<file path="src/rtl/prg_uart_loader_if.sv">
// rtl/prg_uart_loader_if.sv - received byte stream in, program-RAM write port out
interface prg_uart_loader_if #(
  parameter int ADDR_W = 14
);
  logic [7:0]        rx_data;
  logic              rx_valid;
  logic              prg_we;
  logic [ADDR_W-1:0] prg_addr;
  logic [31:0]       prg_wdata;

  // master is the loader: it consumes bytes and drives the RAM write port
  modport master (
    input  rx_data,
    input  rx_valid,
    output prg_we,
    output prg_addr,
    output prg_wdata
  );

  modport slave (
    output rx_data,
    output rx_valid,
    input  prg_we,
    input  prg_addr,
    input  prg_wdata
  );
endinterface

</file>
<file path="src/rtl/prg_uart_loader.sv">
// rtl/prg_uart_loader.sv - assembles a framed UART program image into prgRAM words
module prg_uart_loader #(
  parameter int ADDR_W  = 14,
  parameter int TIMEOUT = 10_000_000
) (
  input  logic                 clock,
  input  logic                 reset,
  input  logic                 start_pg,
  prg_uart_loader_if.master    bus,
  output logic                 cpu_reset,
  output logic                 load_busy,
  output logic                 load_ok,
  output logic                 load_err
);

  typedef enum logic [2:0] {IDLE, LEN0, LEN1, DATA, CHK, DONE, ERR} state_t;

  localparam int              TW     = $clog2(TIMEOUT + 1);
  localparam logic [TW-1:0]   T_ONE  = TW'(1);
  localparam logic [TW-1:0]   T_LAST = TW'(TIMEOUT - 1);
  localparam logic [16:0]     MAX_N  = 17'(1) << ADDR_W;
  localparam logic [ADDR_W-1:0] A_ONE = ADDR_W'(1);

  state_t            state, state_n;
  logic [15:0]       len;
  logic [16:0]       word_cnt;
  logic [1:0]        byte_cnt;
  logic [7:0]        csum;
  logic [31:0]       word;
  logic [TW-1:0]     timer;
  logic              we_q;
  logic [ADDR_W-1:0] addr_q;
  logic [31:0]       wdata_q;

  logic        busy;
  logic        take;
  logic [16:0] n_full;
  logic        last_word;

  assign busy      = (state == LEN0) || (state == LEN1) || (state == DATA) || (state == CHK);
  assign take      = busy && bus.rx_valid && !start_pg;
  assign n_full    = {1'b0, bus.rx_data, len[7:0]};
  assign last_word = (word_cnt + 17'd1) == {1'b0, len};

  assign bus.prg_we    = we_q;
  assign bus.prg_addr  = addr_q;
  assign bus.prg_wdata = wdata_q;

  always_ff @(posedge clock) begin
    if (reset) state <= IDLE;
    else       state <= state_n;
  end

  always_comb begin
    state_n = state;
    case (state)
      IDLE, DONE, ERR: if (start_pg) state_n = LEN0;
      LEN0: if (bus.rx_valid) state_n = LEN1;
      LEN1: if (bus.rx_valid) state_n = (n_full == 17'd0 || n_full > MAX_N) ? ERR : DATA;
      DATA: if (bus.rx_valid && byte_cnt == 2'd3 && last_word) state_n = CHK;
      CHK:  if (bus.rx_valid) state_n = (bus.rx_data == csum) ? DONE : ERR;
      default: state_n = IDLE;
    endcase
    // a byte arriving on the expiry cycle still counts, so only a silent cycle times out
    if (busy && !bus.rx_valid && timer == T_LAST) state_n = ERR;
    if (busy && start_pg) state_n = LEN0;
  end

  always_ff @(posedge clock) begin
    if (reset) begin
      len       <= '0;
      word_cnt  <= '0;
      byte_cnt  <= '0;
      csum      <= '0;
      word      <= '0;
      timer     <= '0;
      we_q      <= 1'b0;
      addr_q    <= '0;
      wdata_q   <= '0;
      cpu_reset <= 1'b0;
      load_busy <= 1'b0;
      load_ok   <= 1'b0;
      load_err  <= 1'b0;
    end else begin
      we_q <= 1'b0;
      if (we_q) addr_q <= addr_q + A_ONE;

      if (start_pg) begin
        addr_q   <= '0;
        word_cnt <= '0;
        byte_cnt <= '0;
        csum     <= '0;
        timer    <= '0;
        load_ok  <= 1'b0;
        load_err <= 1'b0;
      end else if (take) begin
        timer <= '0;
        case (state)
          LEN0: len[7:0]  <= bus.rx_data;
          LEN1: len[15:8] <= bus.rx_data;
          DATA: begin
            word[8*byte_cnt +: 8] <= bus.rx_data;
            csum     <= csum ^ bus.rx_data;
            byte_cnt <= byte_cnt + 2'd1;
            if (byte_cnt == 2'd3) begin
              we_q     <= 1'b1;
              wdata_q  <= {bus.rx_data, word[23:0]};
              word_cnt <= word_cnt + 17'd1;
            end
          end
          default: ;
        endcase
      end else if (busy) begin
        timer <= timer + T_ONE;
      end

      if (state_n == DONE && state != DONE) load_ok  <= 1'b1;
      if (state_n == ERR  && state != ERR)  load_err <= 1'b1;

      cpu_reset <= (state_n != IDLE) && (state_n != DONE);
      load_busy <= (state_n == LEN0) || (state_n == LEN1) || (state_n == DATA) || (state_n == CHK);
    end
  end

endmodule

</file>
<file path="src/flat_wrapper.sv">
// flat-port wrapper written by rule: the top's interface ports become plain ports
module prg_uart_loader_flat 
#(
  parameter int ADDR_W  = 14,
  parameter int TIMEOUT = 10_000_000
)
  (clock, reset, start_pg, cpu_reset, load_busy, load_ok, load_err, bus_rx_data, bus_rx_valid, bus_prg_we, bus_prg_addr, bus_prg_wdata);
  prg_uart_loader_if #(.ADDR_W(ADDR_W)) bus_i ();
  input  logic clock;
  input  logic reset;
  input  logic start_pg;
  output logic cpu_reset;
  output logic load_busy;
  output logic load_ok;
  output logic load_err;
  input wire logic [$bits(bus_i.rx_data)-1:0] bus_rx_data;
  input wire logic [$bits(bus_i.rx_valid)-1:0] bus_rx_valid;
  output wire logic [$bits(bus_i.prg_we)-1:0] bus_prg_we;
  output wire logic [$bits(bus_i.prg_addr)-1:0] bus_prg_addr;
  output wire logic [$bits(bus_i.prg_wdata)-1:0] bus_prg_wdata;
  assign bus_i.rx_data = bus_rx_data;
  assign bus_i.rx_valid = bus_rx_valid;
  assign bus_prg_we = bus_i.prg_we;
  assign bus_prg_addr = bus_i.prg_addr;
  assign bus_prg_wdata = bus_i.prg_wdata;
  prg_uart_loader #(.ADDR_W(ADDR_W), .TIMEOUT(TIMEOUT)) u_core (.clock(clock), .reset(reset), .start_pg(start_pg), .bus(bus_i), .cpu_reset(cpu_reset), .load_busy(load_busy), .load_ok(load_ok), .load_err(load_err));
endmodule
</file>
<file path="config.mk">
export PLATFORM = sky130hd
export DESIGN_NAME = prg_uart_loader_flat
export DESIGN_NICKNAME = d
export VERILOG_FILES = /design/src/rtl/prg_uart_loader_if.sv /design/src/rtl/prg_uart_loader.sv /design/src/flat_wrapper.sv
export SDC_FILE = /design/constraint.sdc
export NUM_CORES = 1
export LEC_CHECK = 0
export ABC_CLOCK_PERIOD_IN_PS = 2800
export CAP_MARGIN = 40
export CORE_UTILIZATION = 57
export CTS_CLUSTER_DIAMETER = 150
export CTS_CLUSTER_SIZE = 25
export DETAILED_ROUTE_END_ITERATION = 10
export DONT_BUFFER_PORTS = 1
export PLACE_DENSITY_LB_ADDON = 0.3
export SLEW_MARGIN = 25
export SYNTH_ARGS = -nofsm -noshare
export SYNTH_HDL_FRONTEND = slang
export SYNTH_SLANG_ARGS = --single-unit
export TNS_END_PERCENT = 1
</file>
<file path="constraint.sdc">
create_clock -name clock -period 2.8 [get_ports clock]
set_input_delay 0.56 -clock clock [delete_from_list [all_inputs] [get_ports clock]]
set_output_delay 0.56 -clock clock [all_outputs]
set_load 0.05 [all_outputs]
</file>
* Yosys cells after proc, flatten, opt, wreduce, memory -nomap -nowiden
Cells that the tools add are included.
** Storage, ports and cells
- Output and inout port bits :: 51
- Word-level logic and storage cells :: 95
- Input bits :: 12
- Bits in registers :: 153
** Operators by class
- Mux-type cells :: 15
- Equal/unequal tests :: 19
- Magnitude comparators :: 1
- Bitwise logic cells :: 4
- Add/sub/neg operators :: 5
- Reduce and logical (&&, ||, !) cells :: 34
- Shift-type cells :: 2
** Operator list (count)
- $neg 5->34 :: 1
- $shift 8x34->32 const A :: 1
- $shiftx 8x34->32 :: 1
- $bwmux 32 :: 1
- $add 24x1->24 const B :: 1
- $eq 24x24->1 const B :: 1
- $mux 3 :: 8
- $eq 3x3->1 const B :: 6
- $add 17x1->17 const B :: 1
- $eq 17x16->1 :: 1
- $logic_not 17->1 :: 1
- $gt 16x15->1 const B :: 1
- $pmux 3 s5 :: 1
- $add 14x1->14 const B :: 1
- $eq 3x2->1 const B :: 4
- $reduce_and 3->1 :: 4
- $logic_and 1x1->1 :: 10
- $ne 3x3->1 const B :: 3
- $eq 8x8->1 :: 1
- $xor 8x8->8 :: 1
- $logic_or 1x1->1 :: 7
- $eq 3x1->1 const B :: 2
- $reduce_or 3->1 :: 2
- $mux 1 :: 4
- other kinds (12) :: 16

* Depth between registers and ports, before layout
Gate-level depths: netlist of run 1.
- Word-level depth :: 12
- Gate-level depth with buffers :: 10
- Mapped depth without buffers :: 9

* Worst setup path before layout of run 1
OpenSTA, ideal clock, no wires.
- Kind :: reg2reg
- From :: register u_core.word_cnt[0]
- To :: register u_core.load_busy
- Required time :: 2668 ps
- Period minus slack after synthesis :: 2700 ps
- Arrival :: 2568 ps
- Library setup time :: 132 ps
- Setup slack :: 100 ps
- Cell stages (with the launch flop) :: 10
- Cells stage by stage :: dfxtp_1 ha_1 nand3_1 nor3_1 o21ai_0 nand4b_1 or4_4 a211oi_2 xor2_1 a21oi_1
** On the way
- Longest elaborated chain between the ends :: 11
** Ends and longest elaborated chain
- start, declared :: RTL line prg_uart_loader.sv:26 : logic [16:0] word_cnt;
- start signal, assigned :: RTL line prg_uart_loader.sv:108 : word_cnt <= word_cnt + 17'd1;
- $add 17x1->17 * :: RTL line prg_uart_loader.sv:43 : assign last_word = (word_cnt + 17'd1) == {1'b0, len};
- $eq 17x16->1 * :: RTL line prg_uart_loader.sv:43
- $logic_and 1x1->1 * :: RTL line prg_uart_loader.sv:60 : DATA: if (bus.rx_valid && byte_cnt == 2'd3 && last_word) state_n = CHK;
- $mux 3 * :: RTL line prg_uart_loader.sv:60
- $pmux 3 s5 * :: RTL line prg_uart_loader.sv:56 : case (state)
- $mux 3 * :: RTL line prg_uart_loader.sv:65 : if (busy && !bus.rx_valid && timer == T_LAST) state_n = ERR;
- $mux 3 * :: RTL line prg_uart_loader.sv:66 : if (busy && start_pg) state_n = LEN0;
- $eq 3x1->1 / $eq 3x2->1 (equally long branches) :: RTL line prg_uart_loader.sv:121 : load_busy <= (state_n == LEN0) || (state_n == LEN1) || (state_n == DATA) || (state_n == CHK);
- $logic_or 1x1->1 (2 in a row) :: RTL line prg_uart_loader.sv:121
- $logic_or 1x1->1 * :: RTL line prg_uart_loader.sv:121
- end signal, assigned :: RTL line prg_uart_loader.sv:121
- end, declared :: RTL line prg_uart_loader.sv:11 : output logic load_busy,
Mark *: on every way between the ends. The rest lies on a longest branch, timed or not.
A chain may end at the register's enable or synchronous reset.

* Worst setup path after layout of run 1
- From :: register u_core.word_cnt[5]
- To :: register u_core.load_busy
The elaborated chain is that of the path after synthesis.

==> impl_metrics.json, run 1 <==
{
  "status": "finished clean",
  "avgSynthCellArea_um2": 8.20,
  "fin_tns_setup_ps": 0,
  "netlist_area_um2": 6560,
  "regArea_um2": 2910,
  "finalClockSkew_ps": 8.09,
  "arrival_ps": 2950,
  "routabilityCongestion": 0.849,
  "cts.clk_slew.worst_paths_ps": 60,
  "yosysWarnings": 0,
  "synth_top_area_share": 0.443,
  "die_h_um": 109,
  "clk_latency_ps": 420,
  "area_growth_pct": 12.1,
  "cts_tree": "built",
  "synth_edf_count": 0,
  "grt_pass1_vias": 5082,
  "drcViolationCount": 0,
  "setup_violations": 0,
  "nets": 813,
  "die_x_um": 109,
  "layout-drive-gt1-share": 0.0858,
  "timing.hold.ws_ps": 208,
  "wl_per_cell_um": 15.9,
  "ir_worst_vdd_uv": 847,
  "grt_overflow": 0,
  "io-pin-count": 63,
  "synth_ff_type": "dfxtp_1",
  "cts.sinks": 145,
  "yosysUniqueCellTypes": 56,
  "synth-seq-area-share": 0.443,
  "firstDrtPassIters": 6,
  "io_buffers": 0,
  "synth-seq-cells": 145,
  "relSlewSlack": 0.471,
  "crit_type": "reg2reg",
  "holdCritPathClass": "in2reg",
  "drtAntennaViolNets": 0,
  "synth_nets": 820,
  "synth_async_sr_flop_share": 0,
  "die_area_um2": 11900,
  "clk_path_buf_depth": 2,
  "leakagePower_nw": 2.53,
  "dr_total_vias": 5445,
  "clock.fmax_mhz": 377,
  "num-fill-cells": 925,
  "final_cells": 944,
  "cts_buffers": 17,
  "dr.first_iter.drc_count": 402,
  "clockRootBuffer": "clkbuf_16",
  "antenna_found_initial": 0,
  "grt_use_total": 0.266,
  "critPathLaunchType": "register",
  "routed_via_density": 5.77,
  "finalCoreUtilization": 0.666,
  "wirelength_um": 15000,
  "endpoint_kind": "register",
  "grt_pass1_wl_um": 24200,
  "initial_core_util": 0.594,
  "rows": 38,
  "finalCritPeriodShare": 0.948,
  "antenna_cells": 0,
  "post_cts_buffers": 0,
  "hold_viol": 0,
  "path_max_fanout": 9,
  "critical_path_required_ps": 3100,
  "place_hpwl_um": 10300,
  "synth_top_area_cell": "dfxtp_1",
  "slew_violations": 0,
  "min_period_ps": 2650,
  "syn_inst": 799,
  "core_um2": 11000,
  "dp_cells": 912,
  "multi_input_area_um2": 3440,
  "maxCapViolCount": 0,
  "tightestPinTransition_ps": 791,
  "grt_max_degree": 79,
  "synth_area_leaders": "dfxtp_1, nand2_1, xor2_1",
  "htreeDepth": 4,
  "rsz0062_at_grt": "false",
  "pwr_density_cell_nw_per_um2": 627
}
-- cell families (layout without fill, tap and decap cells) --
logic type	count (synthesis)	after routing	share of synthesized area
multiplexers	20	20	0.0305
AND/OR/NAND/NOR	364	364	0.258
XOR/XNOR	84	84	0.113
adder cells (fa/ha/maj)	9	9	0.0172
flip-flops	145	145	0.443
AO/OA/AOI/OAI	118	118	0.102
buffers and inverters	59	64	0.0361
-- where the power goes --
| part | internal [mW] | switching [mW] | total, mW |
|---|---|---|---|
| sequential | 2.09 | 0.0476 | 2.13 |
| clock | 1.42 | 0.827 | 2.25 |
| combinational | 0.0964 | 0.124 | 0.220 |
| total | 3.61 | 0.999 | 4.61 |
-- stage by stage --
stage          power, mW  cell area [um^2]  setup WS (ps)
2_1_floorplan       2.36              6560            100
6_report            4.61              7350            147
3_5_place_dp        2.39              6700           44.8
4_1_cts             4.63              7290           36.1
5_1_grt             4.76              7350           2.00
3_3_place_gp        2.38              6700            111
-- cell usage in the layout (no fill, tap or decap), types with 18 or more instances in the layout --
| cell | instances |
|---|---|
| dfxtp_1 | 142 |
| nand2_1 | 140 |
| nor2_1 | 88 |
| a21oi_1 | 78 |
| xor2_1 | 57 |
| nand3_1 | 44 |
| xnor2_1 | 26 |
| buf_4 | 24 |
| mux2i_1 | 20 |
| o21ai_0 | 18 |
-- critical path: stages (launching register included) --
cell and delay, ps:
dfxtp_1 430, nand4_2 280, nor4_2 390, mux2i_1 260
o21ai_1 90, or4_4 550, a211oi_2 270, xor2_1 180
a21oi_1 80
-- path summary, 6_finish.rpt --
check	slack (ps)	cells after the start	from	end
setup / recovery	150	8	u_core.word_cnt[5]$_SDFFE_PP0P_	u_core.load_busy$_SDFF_PP0_
hold / removal	210	1	reset	u_core.bus.prg_wdata[2]$_SDFFE_PP0P_
setup reg to reg	150	8	u_core.word_cnt[5]$_SDFFE_PP0P_	u_core.load_busy$_SDFF_PP0_
hold reg to reg	450	2	u_core.word[15]$_SDFFE_PP0P_	u_core.bus.prg_wdata[15]$_SDFFE_PP0P_
-- routing by layer --
metal | global-route usage | routed length (um) | vias to the layer above
met5 | 0 | 0 | -
met4 | 0.0943 | 259 | 0
met3 | 0.0825 | 645 | 26
met2 | 0.436 | 7310 | 119
met1 | 0.328 | 6780 | 2615
li1 | - | - | 2685
-- repair_timing --
item,in CTS,in global routing
endpoints found under the setup margin,0,5
gates resized for setup,0,7
hold buffers,0,0
-- Yosys cell counts (5+ instances only) --
cell / count
nand3_1: 45
or3_1: 13
nor4_1: 8
and2_1: 5
o21ai_0: 18
clkbuf_1: 40
xnor2_1: 26
nor3b_1: 5
nand2_1: 140
nor2_1: 88
nand4_1: 17
mux2i_1: 20
a21oi_1: 78
and3_1: 6
ha_1: 9
xor2_1: 57
dfxtp_1: 145
inv_1: 8
buf_2: 9
nor3_1: 11
-- state kept, by name (all words and copies together), names as in the netlist --
signal	flops
u_core.bus.prg_we	1
u_core.timer	24
u_core.load_err	1
u_core.load_ok	1
u_core.bus.prg_wdata	32
u_core.csum	8
u_core.byte_cnt	2
u_core.state	3
u_core.cpu_reset	1
u_core.len	16
u_core.load_busy	1
u_core.word	24
u_core.word_cnt	17
u_core.bus.prg_addr	14
-- cell type report --
class                           instances  area share
Multi-Input combinational cell        595       0.468
Sequential cell                       145       0.396
Tap cell                              140      0.0238
Clock buffer                           23      0.0623
Clock inverter                          8      0.0175
Timing Repair Buffer                   25      0.0283
Inverter                                8     0.00409
Note: power is estimated with default switching activity, not from simulation.
==> run 2, diff against run 1 <==
--- a/config.mk
+++ b/config.mk
@@ -7,7 +7,7 @@
 export LEC_CHECK = 0
 export ABC_CLOCK_PERIOD_IN_PS = 2800
 export CAP_MARGIN = 40
-export CORE_UTILIZATION = 57
+export CORE_UTILIZATION = 35
 export CTS_CLUSTER_DIAMETER = 150
 export CTS_CLUSTER_SIZE = 25
 export DETAILED_ROUTE_END_ITERATION = 10
==> run 2 against run 1 <==
Compared with the run above:
- the flow now finishes with violations (DRC)
- cell count rose by 9.7%
- non-clock buffer count rose by 2
- clock skew rose by 3.2 ps
- first-iteration DRC count fell by 49%
- core utilization fell by 25 points
- critical path type unchanged
- largest power group unchanged
- highest routed layer unchanged
==> impl_metrics.json, run 2 (synthesized netlist as in run 1, its figures left out) <==
{
  "r2r_end": "u_core.load_err$_SDFFE_PP0P_",
  "firstDrtPassIters": 7,
  "dr.first_iter.drc_count": 206,
  "slew_violations": 0,
  "largest_reg_flops": 32,
  "grt_pass1_vias": 5109,
  "tightestPinTransition_ps": 636,
  "fin_tns_setup_ps": 0,
  "cts.sinks": 145,
  "finalCoreUtilization": 0.412,
  "hold_start": "reset",
  "cts_buffers": 17,
  "routed_via_density": 5.04,
  "grt_max_degree": 79,
  "dr_total_vias": 5226,
  "failed_checks": "DRC",
  "cts-hold-fix-buffers": 0,
  "relSlewSlack": 0.576,
  "startpoint": "u_core.word_cnt[9]$_SDFFE_PP0P_",
  "post_cts_buffers": 0,
  "die_h_um": 139,
  "holdCritPathClass": "in2reg",
  "io-pin-count": 63,
  "rrSetupSlack_ps": 170,
  "drtAntennaViolNets": 0,
  "grt_use_total": 0.161,
  "cp_common_cell": "a21oi_1",
  "die_x_um": 139,
  "ir_worst_vdd_uv": 479,
  "min_period_ps": 2630,
  "layout-drive-gt1-share": 0.0892,
  "area_growth_pct": 14.2,
  "rsz0062_at_grt": "false",
  "routabilityCongestion": 0.848,
  "endpoint_kind": "register",
  "r2r_start": "u_core.word_cnt[9]$_SDFFE_PP0P_",
  "hold_viol": 0,
  "leakagePower_nw": 2.56,
  "antenna_found_initial": 0,
  "io_buffers": 0,
  "mostFrequentLayoutCells": "dfxtp_1, nand2_1, nor2_1, a21oi_1, xor2_1",
  "cp_cell_sequence": "nand4_1, xor2_1, o41ai_1, nand3_1, or4_4, a21oi_1, a21oi_1, a22o_1",
  "crit_type": "reg2reg",
  "initial_core_util": 0.361,
  "core_um2": 18100,
  "finalCritPeriodShare": 0.940,
  "place_hpwl_um": 10100,
  "arrival_ps": 2950,
  "htreeDepth": 4,
  "cp_slowest_cell": "or4_4",
  "finalClockSkew_ps": 11.3,
  "rows": 49,
  "nets": 815,
  "ff2ff_path_depth": 8,
  "power_mw": 4.64,
  "grt_overflow": 0,
  "status": "finished with violations",
  "drcViolationCount": 1,
  "setup_violations": 0,
  "pwr_density_cell_nw_per_um2": 621,
  "cts_tree": "built",
  "maxCapViolCount": 0,
  "post_cts_resized": 0,
  "clock.fmax_mhz": 380,
  "clk_latency_ps": 430,
  "holdPathStages": 1,
  "cts.clk_slew.worst_paths_ps": 60,
  "wirelength_um": 14900,
  "grt_pass1_wl_um": 25000,
  "die_area_um2": 19300,
  "final_common_cell": "dfxtp_1",
  "path_max_fanout": 8,
  "slowest_delay_ps": 580,
  "critPathLaunchType": "register",
  "wl_per_cell_um": 14.4,
  "critical_path_required_ps": 3110,
  "antenna_cells": 0,
  "crit_end": "u_core.load_err$_SDFFE_PP0P_",
  "clockRootBuffer": "clkbuf_16",
  "clk_path_buf_depth": 2
}
run 2: changes by cell type in the layout (fill, tap and decap cells not counted), sizes merged:
cell      previous run  this run
clkinvlp             1         0
clkbuf              23        20
bufinv               3         2
clkinv               2         5
inv                 10        13
buf                 25        27
run 2: metal layers:
| metal | share of wire | vias to the layer above | GRT usage |
|---|---|---|---|
| met5 | 0 | - | 0 |
| met4 | 0.013 | 0 | 0.0550 |
| met3 | 0.063 | 16 | 0.0552 |
| met2 | 0.45 | 98 | 0.259 |
| met1 | 0.47 | 2425 | 0.201 |
| li1 | - | 2687 | - |
run 2: how the worst min path moves through the flow:
stage                                                 to  slack, ps
global placement             u_core.word[4]$_SDFFE_PP0P_        440
floorplan           u_core.bus.prg_wdata[1]$_SDFFE_PP0P_        430
CTS                 u_core.bus.prg_wdata[3]$_SDFFE_PP0P_        190
global route                 u_core.load_busy$_SDFF_PP0_        190
finish                       u_core.load_busy$_SDFF_PP0_        210
detailed placement           u_core.word[4]$_SDFFE_PP0P_        440
run 2: per-stage QoR:
stage	setup WS (ps)	hold WS (ps)	instances	instance area [um^2]
global placement	180	436	1003	6830
detailed placement	156	439	1004	6860
floorplan	100	432	799	6560
CTS	132	193	1036	7460
global route	1.20	193	1036	7480
finish	168	213	1036	7480
run 2: power breakdown:
group	total [mW]	switching (mW)	leakage (nW)	internal [mW]
clock network	2.30	0.921	0.298	1.38
logic	0.212	0.121	1.09	0.0913
registers	2.13	0.0464	1.17	2.09
total	4.64	1.09	2.56	3.56
run 2: cell type report:
type,count,area [um^2]
Inverter,8,30.0
Clock buffer,20,457
Multi-Input combinational cell,595,3440
Tap cell,229,287
Timing Repair Buffer,27,223
Clock inverter,12,146
Sequential cell,145,2900
Fill cell,1877,10700
run 2: critical path, delay by kind of cell, from the launching register on:
kind            cells  cell delay, ps
compound gates      4             860
xor+xnor            1             220
flops               1             490
simple gates        3             950
==> run 3, diff against run 2 <==
--- a/config.mk
+++ b/config.mk
@@ -11,7 +11,6 @@
 export CTS_CLUSTER_DIAMETER = 150
 export CTS_CLUSTER_SIZE = 25
 export DETAILED_ROUTE_END_ITERATION = 10
-export DONT_BUFFER_PORTS = 1
 export PLACE_DENSITY_LB_ADDON = 0.3
 export SLEW_MARGIN = 25
 export SYNTH_ARGS = -nofsm -noshare
==> run 3 against run 2 <==
Compared with the run above:
- clock-buffer cell count down 1
- clock skew down 1.7 ps
- cell count is 8.5% higher
- routed wire length up 8.1%
- the flow still finishes with violations (DRC)
- register-to-register slack hardly changed
- die area is the same
- highest routed layer unchanged
- power increased by 0.88%
- combinational power is 63% higher
- design area increased by 11%
- critical path type unchanged
- worst setup slack worse by 0.91 ps
- non-clock buffer count grew 89
- largest power group unchanged
- sequential cell count is the same
==> impl_metrics.json, run 3 (synthesized netlist as in run 1, its figures left out) <==
{
  "grt_use_total": 0.172,
  "clk_latency_ps": 430,
  "cts_buffers": 17,
  "final_area_um2": 8280,
  "area_growth_pct": 26.4,
  "wl_met3_um": 764,
  "slew_violations": 0,
  "initial_core_util": 0.361,
  "hold_viol": 0,
  "finalCoreUtilization": 0.456,
  "final_common_cell": "dfxtp_1",
  "crit_type": "reg2reg",
  "drtAntennaViolNets": 0,
  "holdPathStages": 2,
  "htreeDepth": 4,
  "ir_worst_vdd_uv": 409,
  "routed_via_density": 5.00,
  "holdPathEnd": "u_core.cpu_reset$_SDFF_PP0_",
  "io_buffers": 62,
  "nets": 904,
  "status": "finished with violations",
  "r2r_start": "u_core.word_cnt[8]$_SDFFE_PP0P_",
  "clock.fmax_mhz": 380,
  "cts-hold-fix-buffers": 0,
  "layout-drive-gt1-share": 0.115,
  "cts.clk_slew.worst_paths_ps": 60,
  "critPathLaunchType": "register",
  "clk_path_buf_depth": 2,
  "antenna_found_initial": 0,
  "ff2ff_path_depth": 9,
  "finalCritPeriodShare": 0.940,
  "leakagePower_nw": 2.87,
  "dr_total_vias": 5619,
  "fin_ws_ps": 167,
  "relSlewSlack": 0.460,
  "io-pin-count": 63,
  "top_layer_used": "met4",
  "rows": 49,
  "cts_tree": "built",
  "place_hpwl_um": 11100,
  "wl_met1_um": 7860,
  "largest_reg_flops": 32,
  "num-fill-cells": 1767,
  "core_um2": 18100,
  "rrSetupSlack_ps": 170,
  "critical_path_required_ps": 3070,
  "maxCapViolCount": 0,
  "placed_area_um2": 7660,
  "min_period_ps": 2630,
  "wl_per_cell_um": 14.3,
  "failed_checks": "DRC",
  "finalClockSkew_ps": 9.63,
  "die_h_um": 139,
  "hold_start": "reset",
  "holdCritPathClass": "in2reg",
  "grt_pass1_wl_um": 26700,
  "path_max_fanout": 5,
  "routabilityCongestion": 0.888,
  "die_area_um2": 19300,
  "clockRootBuffer": "clkbuf_16",
  "wl_met2_um": 7260,
  "grt_max_degree": 75,
  "r2r_end": "u_core.load_busy$_SDFF_PP0_",
  "tightestPinTransition_ps": 809,
  "dp_slack_ps": -197,
  "dr.first_iter.drc_count": 358,
  "antenna_cells": 0,
  "grt_overflow": 0,
  "firstDrtPassIters": 8,
  "pwr_density_cell_nw_per_um2": 566,
  "endpoint_kind": "register",
  "arrival_ps": 2900,
  "grt_pass1_vias": 5310,
  "die_x_um": 139,
  "cts.sinks": 145,
  "rsz0062_at_grt": "false",
  "setup_violations": 0,
  "drcViolationCount": 2,
  "mostFrequentLayoutCells": "dfxtp_1, nand2_1, nor2_1, a21oi_1, clkdlybuf4s50_1",
  "wirelength_um": 16100
}
[run 3: through the flow]
stage | cells | hold slack [ps] | TNS, ps | total power, mW
global placement | 1092 | 441 | -588 | 2.49
floorplan | 799 | 432 | 0 | 2.36
detailed placement | 1092 | 444 | -769 | 2.49
CTS | 1123 | 398 | 0 | 4.73
finish | 1124 | 397 | 0 | 4.69
global route | 1124 | 406 | 0 | 4.85
[run 3: how the worst max path moves through the flow]
stage	to	cells after the start	slack [ps]	from
5_1_grt	u_core.load_busy$_SDFF_PP0_	9	0.6	u_core.word_cnt[3]$_SDFFE_PP0P_
6_report	u_core.load_busy$_SDFF_PP0_	9	170	u_core.word_cnt[8]$_SDFFE_PP0P_
4_1_cts	u_core.load_busy$_SDFF_PP0_	8	130	u_core.word_cnt[7]$_SDFFE_PP0P_
3_3_place_gp	u_core.cpu_reset$_SDFF_PP0_	10	-150	bus_rx_data[1]
2_1_floorplan	u_core.load_busy$_SDFF_PP0_	9	100	u_core.word_cnt[0]$_SDFFE_PP0P_
3_5_place_dp	u_core.load_busy$_SDFF_PP0_	10	-200	bus_rx_data[1]
[run 3: worst max-delay path, cell delays in order, from the launching register on]
cell	delay, ps
dfxtp_1	430
nand4_1	230
buf_4	200
nor4_2	300
xnor2_1	200
o211ai_1	130
or4_4	490
a211oi_2	260
xor2_1	170
a21oi_1	80
[run 3: power by group]
| group | internal, mW | leakage, nW | total (mW) | switching [mW] |
|---|---|---|---|---|
| logic | 0.138 | 1.43 | 0.345 | 0.207 |
| clock network | 1.33 | 0.268 | 2.24 | 0.905 |
| registers | 2.09 | 1.17 | 2.10 | 0.0177 |
| total | 3.56 | 2.87 | 4.69 | 1.13 |
[run 3: routing by layer]
metal | up-vias | global-route usage
met1 | 2616 | 0.231
met4 | 0 | 0.0579
met3 | 19 | 0.0390
met2 | 106 | 0.272
met5 | - | 0
li1 | 2878 | -
[run 3: repair_timing]
item                                    4_1_cts  5_1_grt
buffers inserted                              0        1
gates resized for setup                       0        9
endpoints found under the setup margin        0        1
[run 3: cell type report]
class	count	area [um^2]	share of cell area
timing repair buffer	116	1030	0.125
inverter	8	30.0	0.00363
sequential	145	2910	0.351
multi-input combinational	595	3450	0.416
clock inverter	12	134	0.0162
clock buffer	19	443	0.0535
tap	229	287	0.0346
